[src/rtl/pipeline_hazard_ctrl.sv]
// pipeline_hazard_ctrl
// Central stall/flush sequencer for a 5-stage pipeline. It handles three hazard sources:
//   - load-use data hazards;
//   - taken branches resolved at the EX/MEM boundary;
//   - multi-cycle data-memory accesses, guarded by a timeout watchdog.
// It also keeps saturating counters of stall cycles and branch flushes.
//
// Ports:
//   clk, reset          - clock, synchronous active-high reset
//   id_rs1/id_rs2       - source register indices of the instruction in ID
//   id_uses_rs1/rs2     - the ID instruction actually reads that source
//   ex_rd, ex_mem_read  - destination and load flag of the ID/EX instruction
//   mem_branch_taken    - taken branch at the EX/MEM output
//   mem_access          - EX/MEM instruction reads or writes data memory
//   dmem_ready          - data memory completes the access this cycle
//   pc_write            - PC update enable
//   pc_redirect         - select the branch target for the next PC
//   *_stall / *_flush   - hold / clear controls for the pipeline registers
//   mem_timeout_err     - sticky flag: data memory exceeded MEM_TIMEOUT wait cycles
//   stall_cycles        - saturating count of cycles with any stall asserted
//   branch_flushes      - saturating count of taken-branch flushes
//   fsm_state           - debug view of the sequencer state (0 RUN, 1 MEM_WAIT, 2 ERROR)
//
// Control outputs are combinational from the registered state and the current inputs.
// Only the state, the wait counter, the error flag and the performance counters are registered.
module pipeline_hazard_ctrl #(
    parameter int MEM_TIMEOUT = 64,
    parameter int CNT_W       = 16
) (
    input  logic             clk,
    input  logic             reset,
    input  logic [4:0]       id_rs1,
    input  logic [4:0]       id_rs2,
    input  logic             id_uses_rs1,
    input  logic             id_uses_rs2,
    input  logic [4:0]       ex_rd,
    input  logic             ex_mem_read,
    input  logic             mem_branch_taken,
    input  logic             mem_access,
    input  logic             dmem_ready,
    output logic             pc_write,
    output logic             pc_redirect,
    output logic             if_id_stall,
    output logic             if_id_flush,
    output logic             id_ex_stall,
    output logic             id_ex_flush,
    output logic             ex_mem_stall,
    output logic             ex_mem_flush,
    output logic             mem_wb_flush,
    output logic             mem_timeout_err,
    output logic [CNT_W-1:0] stall_cycles,
    output logic [CNT_W-1:0] branch_flushes,
    output logic [1:0]       fsm_state
);

    typedef enum logic [1:0] {
        ST_RUN      = 2'd0,
        ST_MEM_WAIT = 2'd1,
        ST_ERROR    = 2'd2
    } state_t;

    // wait_cnt equals this value on the last wait cycle that is still tolerated.
    localparam logic [15:0] WAIT_LAST = 16'(MEM_TIMEOUT - 1);

    state_t      state;
    logic [15:0] wait_cnt;

    logic mem_hold;
    logic load_use;
    logic hold_all;
    logic run_rules;
    logic do_branch;
    logic do_bubble;
    logic any_stall;

    assign mem_hold = mem_access & ~dmem_ready;
    assign load_use = ex_mem_read & (ex_rd != 5'd0) &
                      ((id_uses_rs1 & (id_rs1 == ex_rd)) |
                       (id_uses_rs2 & (id_rs2 == ex_rd)));

    // Freeze IF..EX and put a bubble into WB. This happens:
    //   - on a new memory hold in RUN;
    //   - on every non-ready cycle in MEM_WAIT;
    //   - always in ERROR.
    assign hold_all = (state == ST_ERROR) |
                      ((state == ST_MEM_WAIT) & ~dmem_ready) |
                      ((state == ST_RUN) & mem_hold);

    // The dmem_ready cycle of MEM_WAIT follows the RUN rules. A branch held in EX/MEM
    // during the wait is therefore acted on in that same cycle.
    assign run_rules = ~hold_all;
    assign do_branch = run_rules & mem_branch_taken;
    // A taken branch squashes the ID instruction, so its load-use hazard is moot.
    assign do_bubble = run_rules & ~mem_branch_taken & load_use;

    // Each register receives either a stall or a flush, never both.
    always_comb begin
        pc_write     = 1'b1;
        pc_redirect  = 1'b0;
        if_id_stall  = 1'b0;
        if_id_flush  = 1'b0;
        id_ex_stall  = 1'b0;
        id_ex_flush  = 1'b0;
        ex_mem_stall = 1'b0;
        ex_mem_flush = 1'b0;
        mem_wb_flush = 1'b0;
        if (!reset) begin
            pc_write     = ~(hold_all | do_bubble);
            pc_redirect  = do_branch;
            if_id_stall  = hold_all | do_bubble;
            if_id_flush  = do_branch;
            id_ex_stall  = hold_all;
            id_ex_flush  = do_branch | do_bubble;
            ex_mem_stall = hold_all;
            ex_mem_flush = do_branch;
            mem_wb_flush = hold_all;
        end
    end

    assign any_stall = if_id_stall | id_ex_stall | ex_mem_stall;
    assign fsm_state = state;

    always_ff @(posedge clk) begin
        if (reset) begin
            state           <= ST_RUN;
            wait_cnt        <= 16'd0;
            mem_timeout_err <= 1'b0;
            stall_cycles    <= '0;
            branch_flushes  <= '0;
        end else begin
            case (state)
                ST_RUN: begin
                    if (mem_hold) begin
                        state    <= ST_MEM_WAIT;
                        wait_cnt <= 16'd1;
                    end
                end
                ST_MEM_WAIT: begin
                    if (dmem_ready) begin
                        state    <= ST_RUN;
                        wait_cnt <= 16'd0;
                    end else if (wait_cnt == WAIT_LAST) begin
                        state           <= ST_ERROR;
                        mem_timeout_err <= 1'b1;
                    end else begin
                        wait_cnt <= wait_cnt + 16'd1;
                    end
                end
                ST_ERROR: begin
                    // Only reset leaves ERROR.
                end
                default: begin
                    state <= ST_RUN;
                end
            endcase

            if (any_stall && (stall_cycles != {CNT_W{1'b1}}))
                stall_cycles <= stall_cycles + 1'b1;
            if (do_branch && (branch_flushes != {CNT_W{1'b1}}))
                branch_flushes <= branch_flushes + 1'b1;
        end
    end

endmodule

[config.mk]
export PLATFORM = sky130hd
export DESIGN_NAME = pipeline_hazard_ctrl
export DESIGN_NICKNAME = d
export VERILOG_FILES = /design/src/rtl/pipeline_hazard_ctrl.sv
export SDC_FILE = /design/constraint.sdc
export NUM_CORES = 1
export LEC_CHECK = 0
export CORE_UTILIZATION = 45
export CTS_CLUSTER_SIZE = 40
export DETAILED_ROUTE_END_ITERATION = 10
export GPL_ROUTABILITY_DRIVEN = 0
export GPL_TIMING_DRIVEN = 0
export PLACE_DENSITY = 0.72
export SLEW_MARGIN = 20
export SYNTH_ARGS = -nofsm -noshare
export SYNTH_HDL_FRONTEND = slang
export SYNTH_SLANG_ARGS = --single-unit
[constraint.sdc]
create_clock -name clk -period 6 [get_ports clk]
set_input_delay 1.2 -clock clk [delete_from_list [all_inputs] [get_ports clk]]
set_output_delay 1.2 -clock clk [all_outputs]
set_load 0.03 [all_outputs]
Word-level counts from Yosys, hierarchy flattened
Cells that the tools add are included.
- output and inout bits: 44
- input port bits: 23
- word-level logic and storage cells: 61
- flip-flop bits (word level): 51
- bitwise operators: 22
- $add $sub $neg: 3
- muxes and demuxes: 13
- reduce and logical (&&, ||, !) cells: 8
- equality and inequality tests: 10
- operators with widths (operator ; number):
    16-bit by 1-bit adder with 16-bit output, second input constant ; 3
    16-bit 2-to-1 mux ; 3
    16-bit != test, second input constant ; 2
    16-bit one-hot mux with 2 select lines ; 1
    16-bit by 6-bit == test with 1-bit output, second input constant ; 1
    1-bit bitwise AND ; 10
    5-bit == test ; 2
    3-bit AND reduction ; 3
    1-bit bitwise OR ; 7
    2-bit 2-to-1 mux ; 3
    2-bit one-hot mux with 3 select lines ; 1
    1-bit 2-to-1 mux ; 5
    1-bit inverter ; 5
    5-bit nonzero test ; 1
    3-bit by 2-bit != test with 1-bit output, second input constant ; 1
    3-bit != test, second input constant ; 1
    2-bit by 1-bit == test with 1-bit output, second input constant ; 1
    2-bit == test, second input constant ; 1
    1-bit logical AND ; 2
    2-bit logical NOT ; 1
    2-bit != test, second input constant ; 1
    2-bit nonzero test ; 1

Depth between registers and ports, before layout
Gate-level depths: netlist (run 1).
- depth in word-level cells: 12
- mapped depth: 9
- gate-level depth less buffers: 7

Least setup slack after synthesis (run 1)
Ideal clock, no wire load.
- kind: input to output
- start point: in dmem_ready
- end point: out if_id_stall
- slack: 2.212 ns
- buffers on the path: 1
- required time: 4.800 ns
- arrival: 2.588 ns
- stages: 6
- cells stage by stage: o21bai_2 > o21a_1 > nor2_1 > a21oi_2 > buf_4 > inv_2
- cells in the longest elaborated chain, start to end: 9
- elaborated cells on any way between the ends: 11
- those cells by class: mux (1); bitwise (10)
- RTL lines (item ; RTL line ; text):
    start: declaration ; 40 ; input logic dmem_ready,
    1-bit inverter (no source line) * ; -- ;
    1-bit bitwise AND (on tied branches) ; 86, 76 ;
    1-bit bitwise OR or 1-bit bitwise AND (tied branches) ; 85, 87 ;
    1-bit bitwise OR * ; 86 ; ((state == ST_MEM_WAIT) & ~dmem_ready) |
    1-bit inverter ; 91 ; assign run_rules = ~hold_all;
    1-bit bitwise AND (2 in a row) ; 94 ; assign do_bubble = run_rules & ~mem_branch_taken & load_use;
    1-bit bitwise OR * ; 110 ; if_id_stall = hold_all | do_bubble;
    1-bit 2-to-1 mux * ; 107 ; if (!reset) begin
    end: declaration ; 43 ; output logic if_id_stall,
Every way passes the cells marked *; elsewhere a longest branch is shown, timed or not.

Worst setup path after layout (run 1)
- start point: in ex_rd[1]
- end point: out pc_write
- cells in the longest elaborated chain, start to end: 8
- elaborated cells on any way between the ends: 12
- those cells by class: eq/ne (2); mux (1); bitwise (8); reduce/logical (1)
- RTL lines (item ; RTL line ; text):
    start: declaration ; 36 ; input logic [4:0] ex_rd,
    5-bit == test (on tied branches) ; 78, 79 ;
    1-bit bitwise AND (on tied branches) ; 78, 79 ;
    1-bit bitwise OR ; 78 ; ((id_uses_rs1 & (id_rs1 == ex_rd)) |
    1-bit bitwise AND * ; 77 ; assign load_use = ex_mem_read & (ex_rd != 5'd0) &
    1-bit bitwise AND * ; 94 ;
    1-bit bitwise OR * ; 108 ; pc_write = ~(hold_all | do_bubble);
    1-bit inverter * ; 108 ;
    1-bit 2-to-1 mux * ; 107 ;
    end: declaration ; 41 ; output logic pc_write,
Marked as above.

==> results of run 1 <==
## registers in the layout, summed over array words and instances (netlist names)
register	cells
stall_cycles	16
wait_cnt	16
fsm_state	2
mem_timeout_err	1
branch_flushes	16
## cell families (layout without fill, tap and decap cells)
kind of cell	count (synthesis)	after routing	synth area share
buffers and inverters	25	98	0.0453
and+or+nand+nor	155	155	0.297
DFF	51	51	0.377
muxes	3	3	0.0116
adders and majority gates	3	3	0.0139
AOI/OAI and AO/OA	50	50	0.139
xor gates and xnor gates	36	36	0.116
## routing by layer
| layer | up-vias | global-route usage | part of all wire |
|---|---|---|---|
| met5 | - | 0 | 0 |
| met4 | 0 | 0.0636 | 0.015 |
| met3 | 9 | 0.0320 | 0.030 |
| met2 | 54 | 0.360 | 0.48 |
| met1 | 1152 | 0.273 | 0.48 |
| li1 | 1311 | - | - |
## worst register-to-register path: cells and delay by family (launching register included)
family	cells	cell delay [ps]
adder cells (fa/ha/maj)	1	280
buffers and inverters	2	630
AO/OA/AOI/OAI	2	270
flip-flops	1	430
AND/OR/NAND/NOR	3	660
## layout by cell type, fill, tap and decap left out, types with 4 or more instances in the layout
master / instances
sky130_fd_sc_hd__xnor2_1: 27
sky130_fd_sc_hd__a21oi_1: 12
sky130_fd_sc_hd__nor3_1: 8
sky130_fd_sc_hd__dfxtp_1: 51
sky130_fd_sc_hd__clkbuf_8: 5
sky130_fd_sc_hd__nand2_1: 27
sky130_fd_sc_hd__nand3_1: 21
sky130_fd_sc_hd__inv_1: 6
sky130_fd_sc_hd__clkdlybuf4s50_1: 65
sky130_fd_sc_hd__clkbuf_1: 10
sky130_fd_sc_hd__or4_1: 8
sky130_fd_sc_hd__nand4_1: 10
sky130_fd_sc_hd__nor4_1: 11
sky130_fd_sc_hd__o21ai_1: 4
sky130_fd_sc_hd__nor2_1: 44
sky130_fd_sc_hd__xor2_1: 9
sky130_fd_sc_hd__buf_4: 5
sky130_fd_sc_hd__or3_1: 4
sky130_fd_sc_hd__o41ai_1: 5
sky130_fd_sc_hd__and3_1: 6
## worst paths after layout
path,end,cells after the start,startpoint,slack [ps]
setup / recovery,pc_write,7,ex_rd[1],1000
setup reg to reg,stall_cycles[8]$_SDFFE_PP0P_,8,stall_cycles[0]$_SDFFE_PP0P_,3670
hold reg to reg,branch_flushes[15]$_SDFFE_PP0P_,2,branch_flushes[15]$_SDFFE_PP0P_,480
hold / removal,branch_flushes[15]$_SDFFE_PP0P_,2,branch_flushes[15]$_SDFFE_PP0P_,480
## power groups by stage
| stage | clock network, uW | registers [uW] | logic (uW) |
|---|---|---|---|
| 4_1_cts | 286 | 346 | 83.5 |
| 6_report | 278 | 346 | 82.9 |
| 2_1_floorplan | 0 | 359 | 41.5 |
| 3_5_place_dp | 0 | 354 | 83.1 |
| 5_1_grt | 297 | 347 | 90.3 |
| 3_3_place_gp | 0 | 354 | 82.1 |
## through the flow
| step | cell area, um^2 | total power [uW] | instances | util |
|---|---|---|---|---|
| after floorplan | 2710 | 400 | 323 | - |
| after global placement | 3450 | 436 | 460 | 0.611 |
| after detailed placement | 3450 | 437 | 460 | 0.611 |
| after CTS | 3580 | 716 | 468 | 0.635 |
| after global routing | 3580 | 734 | 468 | 0.635 |
| final | 3580 | 708 | 468 | 0.635 |
## cells in the mapped netlist, types with 2 or more instances
cell | count | area [um^2]
sky130_fd_sc_hd__o21ai_1 | 4 | 20.0
sky130_fd_sc_hd__buf_4 | 5 | 37.5
sky130_fd_sc_hd__a21oi_1 | 12 | 60.1
sky130_fd_sc_hd__nand3_1 | 21 | 105
sky130_fd_sc_hd__nor4b_1 | 3 | 26.3
sky130_fd_sc_hd__o311ai_0 | 3 | 26.3
sky130_fd_sc_hd__o21bai_1 | 3 | 22.5
sky130_fd_sc_hd__o311a_1 | 2 | 20.0
sky130_fd_sc_hd__ha_1 | 3 | 37.5
sky130_fd_sc_hd__or3_1 | 4 | 25.0
sky130_fd_sc_hd__o311ai_1 | 3 | 26.3
sky130_fd_sc_hd__or4_1 | 8 | 60.1
sky130_fd_sc_hd__nor3_1 | 8 | 40.0
sky130_fd_sc_hd__nand4_1 | 10 | 62.6
sky130_fd_sc_hd__nor4_1 | 11 | 68.8
sky130_fd_sc_hd__o41ai_1 | 5 | 43.8
sky130_fd_sc_hd__buf_2 | 2 | 10.0
sky130_fd_sc_hd__inv_2 | 2 | 7.51
sky130_fd_sc_hd__and2_1 | 2 | 12.5
sky130_fd_sc_hd__xor2_1 | 9 | 78.8
sky130_fd_sc_hd__dfxtp_1 | 51 | 1020
sky130_fd_sc_hd__nor3b_1 | 2 | 15.0
sky130_fd_sc_hd__o31ai_1 | 3 | 22.5
sky130_fd_sc_hd__and3_1 | 6 | 37.5
sky130_fd_sc_hd__mux2i_1 | 2 | 20.0
sky130_fd_sc_hd__nor2_1 | 44 | 165
sky130_fd_sc_hd__xnor2_1 | 27 | 236
sky130_fd_sc_hd__nor3_2 | 2 | 20.0
sky130_fd_sc_hd__o21a_1 | 2 | 15.0
sky130_fd_sc_hd__inv_1 | 6 | 22.5
sky130_fd_sc_hd__o21ai_0 | 3 | 15.0
sky130_fd_sc_hd__nor2b_1 | 2 | 12.5
sky130_fd_sc_hd__nand2_1 | 27 | 101
sky130_fd_sc_hd__o22ai_1 | 2 | 12.5
sky130_fd_sc_hd__clkbuf_1 | 9 | 33.8
## final cells by class
class / instances / share of cell area
sequential: 51 / 0.285
multi-input combinational: 247 / 0.437
tap: 72 / 0.0252
timing repair buffer: 65 / 0.182
inverter: 8 / 0.00839
clock inverter: 2 / 0.0168
clock buffer: 6 / 0.0203
buffer: 17 / 0.0259
==> out/summary.md, run 1 <==
After floorplanning, the core was sized to cover 5640 um^2. Most frequent cell on the critical path: sky130_fd_sc_hd__clkdlybuf4s50_1. In this run the core area contains 27 standard-cell rows. The average footprint of a synthesized cell is 8.38 um^2. The TritonCTS sink count came out at 51. The run gives 0.394 as the share of total power in the clock network. The clock network latency to the later pin of the worst-skew pair was 300 ps. In the final routed layout, each cell accounts on average for 13.5 um.

Measured along the y axis, the die boundary spans 79.6 um. The number of antenna cells inserted came out at 0. The internal portion of the total power is 547 uW. 67 I/O pins were placed. Initial antenna violation count: 0.

In this run the remaining antenna-violating nets after routing total 0. After clock tree synthesis, the repair step resized 0 gates. The pre-CTS worst setup slack came out at 982 ps.

On the critical path the largest part of the delay comes from buffers and inverters. At the end of the flow, the number of nets in the layout was 421. The flow ran to the end, and the final reports show no timing, DRC or antenna violations.

In this run the power spent charging and discharging nets is 161 uW. Hold is met by 484 ps. Setup violations remaining at the end of the flow were counted as 0.

The tools report the required time at the worst-slack endpoint as 4800 ps. The proportion of register bits with asynchronous set or reset after synthesis was 0. The worst ir drop on vdd was 0.156 mV; the netlist area before placement was 2710 um^2. The final layout contains routed wiring with a total length of 6330 um. The post-synth net total is 349.

The deepest clock path buffer count was 2. Clock skew on the completed layout was measured at 7.37 ps. Summing all multi-input logic gate instances after layout gives 1560 um^2. Worst relative slew slack: 0.544. The worst path meets setup with 997 ps of slack.

The sum of negative setup slack is 0 ps, and the synthesized netlist cell count is 323. The mean number of vias per cell came out at 5.40. Entering global routing, the biggest net connects 16 pins. The yosys synthesis warning count is 0, and the number of library cell types mapped by synthesis is 50. Buffers inserted to repair hold after CTS numbered 0. Detailed placement ended at an HPWL of 4820 um. Before antenna repair, the detailed router went through 4 iterations. Of all nets on the critical path, the largest fanout is 10. The worst hold path belongs to the class flip-flop to flip-flop. The area overhead of the layout relative to synthesis was 32.3%; the share of cells above drive strength 1 was 0.0682.

Number of buffer cells added on primary ports: 65. The tools report the starting density of the core as 0.480. The run gives 0.211 as the total routing usage reported by global routing. CTS built an H-tree with a depth of 2. Max-cap violations in this run came to 0.

The clock period minus final worst setup slack is 5000 ps, and the share of the yosys chip area belonging to registers is 0.377. For this design, the slowest cell found on the critical path is sky130_fd_sc_hd__clkdlybuf4s50_1. Derived from the worst setup path, the maximum achievable clock frequency is 200 MHz. After clock tree synthesis, the clock-pin slew on the worst setup and hold paths is 90 ps. The final hold violation count is 0.

The cell sitting at the root of the clock tree is a sky130_fd_sc_hd__clkbuf_8. In this run the static leakage power is 0.00115 uW. The post-route fraction of the period consumed by the critical path was 0.834; the total congestion overflow was 0. The first global-routing pass estimated 10800 um of wire. In the routed design, unresolved DRC markers number 0. Counting the buffers created by CTS gives 5. The fraction of power consumed by sequential logic is 0.489. Counting both buffers and inverters, the worst setup path holds a total of 3. After the first detailed-routing iteration, the DRC count stood at 55.

The power density of the placed cells came out at 198 nW/um^2. Counting flops and latches in the post-synthesis netlist gives 51. Summing all flip-flop and latch instances after layout gives 1020 um^2. The horizontal die dimension was 79.6 um; the number of fillers in the final layout was 503. Once the clock tree was built, the setup fixing pass inserted 0 buffers.

The share of total power consumed by net switching was 0.227. TritonCTS built the clock tree. The tools report the combinational cell fraction of total power as 0.117.

The setup path with the least slack is of type input port to primary output. The via count of the first global-routing pass was 2316. For the number of pins exceeding their max-slew limit in the final report, the log shows 0. The most used flip-flop cell after synthesis is sky130_fd_sc_hd__dfxtp_1. Setup repair after global routing left no endpoint under its margin. At the pin with the least slew margin, the transition time is 683 ps. The synthesized design contains 0 enable-type register cells.

The arrival time at the worst endpoint came out at 3800 ps. The die covers 6330 um^2. The signal on the critical path passes through clkdlybuf4s50_1 > or4_1 > nor2_1 > nor3_2 > a21oi_2 > buf_2 > clkdlybuf4s50_1.

The critical path's largest stage delay works out to 710 ps. The total vias in the final route came out at 2526. The sort of element at the start of the critical path is an input port.

STA classifies the critical path endpoint as a primary output.
No activity file was read; power rests on OpenSTA's default activity.
==> run 2: changes to the inputs <==
--- a/config.mk
+++ b/config.mk
@@ -10,7 +10,7 @@
 export DETAILED_ROUTE_END_ITERATION = 10
 export GPL_ROUTABILITY_DRIVEN = 0
 export GPL_TIMING_DRIVEN = 0
-export PLACE_DENSITY = 0.72
+export PLACE_DENSITY = 0.75
 export SLEW_MARGIN = 20
 export SYNTH_ARGS = -nofsm -noshare
 export SYNTH_HDL_FRONTEND = slang
==> constraint.sdc (replaced) <==
create_clock -name clk -period 4 [get_ports clk]
set_input_delay 0.8 -clock clk [delete_from_list [all_inputs] [get_ports clk]]
set_output_delay 0.8 -clock clk [all_outputs]
set_load 0.03 [all_outputs]
==> out/summary.md, run 2 (synthesis results as in run 1) <==
The library cells used most frequently in the layout, excluding fill and tap cells, are sky130_fd_sc_hd__clkdlybuf4s50_1, sky130_fd_sc_hd__dfxtp_1, sky130_fd_sc_hd__nor2_1, sky130_fd_sc_hd__nand2_1, sky130_fd_sc_hd__xnor2_1. Biggest fanout along the worst timing path: 10. The starting density of the core came out at 0.480. Once routing completed, OpenROAD measured the worst setup slack at 217 ps.

Measured along the y axis, the die boundary spans 79.6 um. The logs give 27 for the number of rows in the core area and 0 for the max capacitance violation total. The number of buffers created by CTS is 5, and the area overhead of the layout relative to synthesis is 31.5%. The analysis attributes to cell leakage a power of 0.00115 uW.

The post-route antenna net violation count was 0. The tools report the sort of element at the start of the critical path as an input port. The number of iterations in the first detailed-routing pass was 5; the share of total power in the clock network was 0.352. The clock passes through at most 2 buffers.

Total routing usage reported by global routing: 0.213. Detailed placement finished with a half-perimeter wire length of 4780 um. TritonCTS built the clock tree. In this run the number of H-tree levels came out at 2.

The transition time at the pin with the least slew margin is 662 ps, and the first-pass GRT wire length is 10800 um. The worst setup path is of the input port to primary output kind. Data on the critical path is required at its endpoint by 3200 ps. Clock period minus final worst setup slack: 3780 ps. The run gives 5640 um^2 as the area of the placeable core. The die is 79.6 um wide. The clock slew seen by the registers of the worst setup and hold paths was 90 ps; the final hold violation count was 0. The total overflow left after global routing is 0. The combined buffer and inverter count along the critical path is 3. The critical path goes through clkdlybuf4s50_1 > or4_1 > nor2_1 > nor3_2 > a21oi_4 > buf_2 > dlygate4sd2_1. Dividing the detail-routed wire length by the instance count gives 13.5 um.

The total length of routed wires came out at 6320 um. The post-route fraction of the period consumed by the critical path is 0.946, and the switching component of the power is 239 uW. The clock network latency to the later pin of the worst-skew pair was 300 ps; the number of remaining DRC errors was 0. Cell with the largest stage delay on the worst path: sky130_fd_sc_hd__or4_1. The critical path's largest stage delay was 540 ps; the share of cells above drive strength 1 was 0.0658.

The class of the tightest hold or removal check is flip-flop to flip-flop. The worst ir drop on vdd is 0.247 mV, and the worst relative slew slack is 0.558. The cell sitting at the root of the clock tree is a sky130_fd_sc_hd__clkbuf_8.

Via count of the first global-routing pass: 2350. The library cell used most frequently in the layout, excluding fill and tap cells, is sky130_fd_sc_hd__clkdlybuf4s50_1. The final setup violation count is 0, and the post-layout utilization of the core is 0.631. The share of total power consumed by net switching was 0.241. The number of buffer cells added on primary ports is 65. The die covers 6330 um^2.

The fraction of power consumed by sequential logic is 0.523, and the internal power summed over all cells is 753 uW. For the number of DRC markers after the initial detailed-route iteration, the log shows 89. For the initial antenna violation count, the log shows 0. The net count of the finished layout is 421. The TritonCTS sink count was 51; the number of antenna cells inserted was 0. The power density of the placed cells was 279 nW/um^2; the total vias in the final route was 2559. Setup repair after global routing left no endpoint under its margin.

The flow ran to the end, and the final reports show no timing, DRC or antenna violations. For the combinational cell fraction of total power, the log shows 0.125. The worst setup path is captured at a primary output. In the final layout, the registers with the most flip-flops are branch_flushes: 16 flops, stall_cycles: 16 flops, wait_cnt: 16 flops. After detailed routing, the number of vias per cell comes to 5.48.

Across the routed clock network, the largest skew measured is 8.93 ps. 67 I/O pins were placed. The logs give 264 MHz for the highest attainable clock frequency and 2980 ps for the arrival time at the worst endpoint.

The run gives 15 as the largest net degree at the start of global routing. The pre-CTS worst setup slack was -177 ps; the number of pins exceeding their max-slew limit in the final report was 0. Grouping stages by cell kind, the critical path spends the most delay in buffers and inverters.
run 2: final cells by class:
class | instances | area (um^2)
tap | 72 | 90.1
sequential | 51 | 1020
multi-input combinational | 247 | 1570
fill | 505 | 2080
buffer | 17 | 92.6
timing repair buffer | 65 | 652
clock inverter | 1 | 30.0
inverter | 8 | 30.0
clock buffer | 6 | 72.6
run 2: worst paths after layout:
| check | start | endpoint | slack [ps] | cells after the start |
|---|---|---|---|---|
| setup reg to reg | stall_cycles[0]$_SDFFE_PP0P_ | stall_cycles[6]$_SDFFE_PP0P_ | 1680 | 8 |
| hold reg to reg | branch_flushes[15]$_SDFFE_PP0P_ | branch_flushes[15]$_SDFFE_PP0P_ | 480 | 2 |
| hold / removal | branch_flushes[15]$_SDFFE_PP0P_ | branch_flushes[15]$_SDFFE_PP0P_ | 480 | 2 |
| setup / recovery | ex_rd[1] | pc_write | 220 | 7 |
run 2: worst register-to-register path, cell delays in order, from the launching register on:
cell and delay (ps):
sky130_fd_sc_hd__dfxtp_1 430, sky130_fd_sc_hd__ha_1 290, sky130_fd_sc_hd__nand3_1 120, sky130_fd_sc_hd__nor3_1 320
sky130_fd_sc_hd__and2_1 170, sky130_fd_sc_hd__clkbuf_1 250, sky130_fd_sc_hd__clkbuf_1 400, sky130_fd_sc_hd__o311ai_1 150
sky130_fd_sc_hd__o41ai_1 90
run 2: repair_timing:
item                                    CTS  global route
buffers inserted                          0             0
hold buffers                              0             0
endpoints found under the setup margin    2             1
gates resized for setup                   2             1
run 2: through the flow:
step	hold WS, ps	setup TNS (ps)	power [uW]	cells	instance area, um^2
final	476	0	992	467	3560
after global placement	451	-234	654	460	3450
after floorplan	472	0	600	323	2710
after CTS	478	0	1000	467	3560
after global routing	515	0	1030	467	3560
after detailed placement	463	-251	655	460	3450
run 2: power groups by stage:
stage | clock, uW | sequential (uW) | combinational [uW]
6_report | 349 | 519 | 124
5_1_grt | 373 | 520 | 135
4_1_cts | 357 | 519 | 125
3_5_place_dp | 0 | 531 | 125
3_3_place_gp | 0 | 531 | 123
2_1_floorplan | 0 | 538 | 62.2
run 2: metal layers:
layer  track usage  vias up  part of all wire  wire length [um]
met5             0        -                 0                 0
met4        0.0618        0             0.013                79
met3        0.0343        7             0.029               180
met2         0.360       41              0.48              3030
met1         0.276     1200              0.48              3020
li1              -     1311                 -                 -
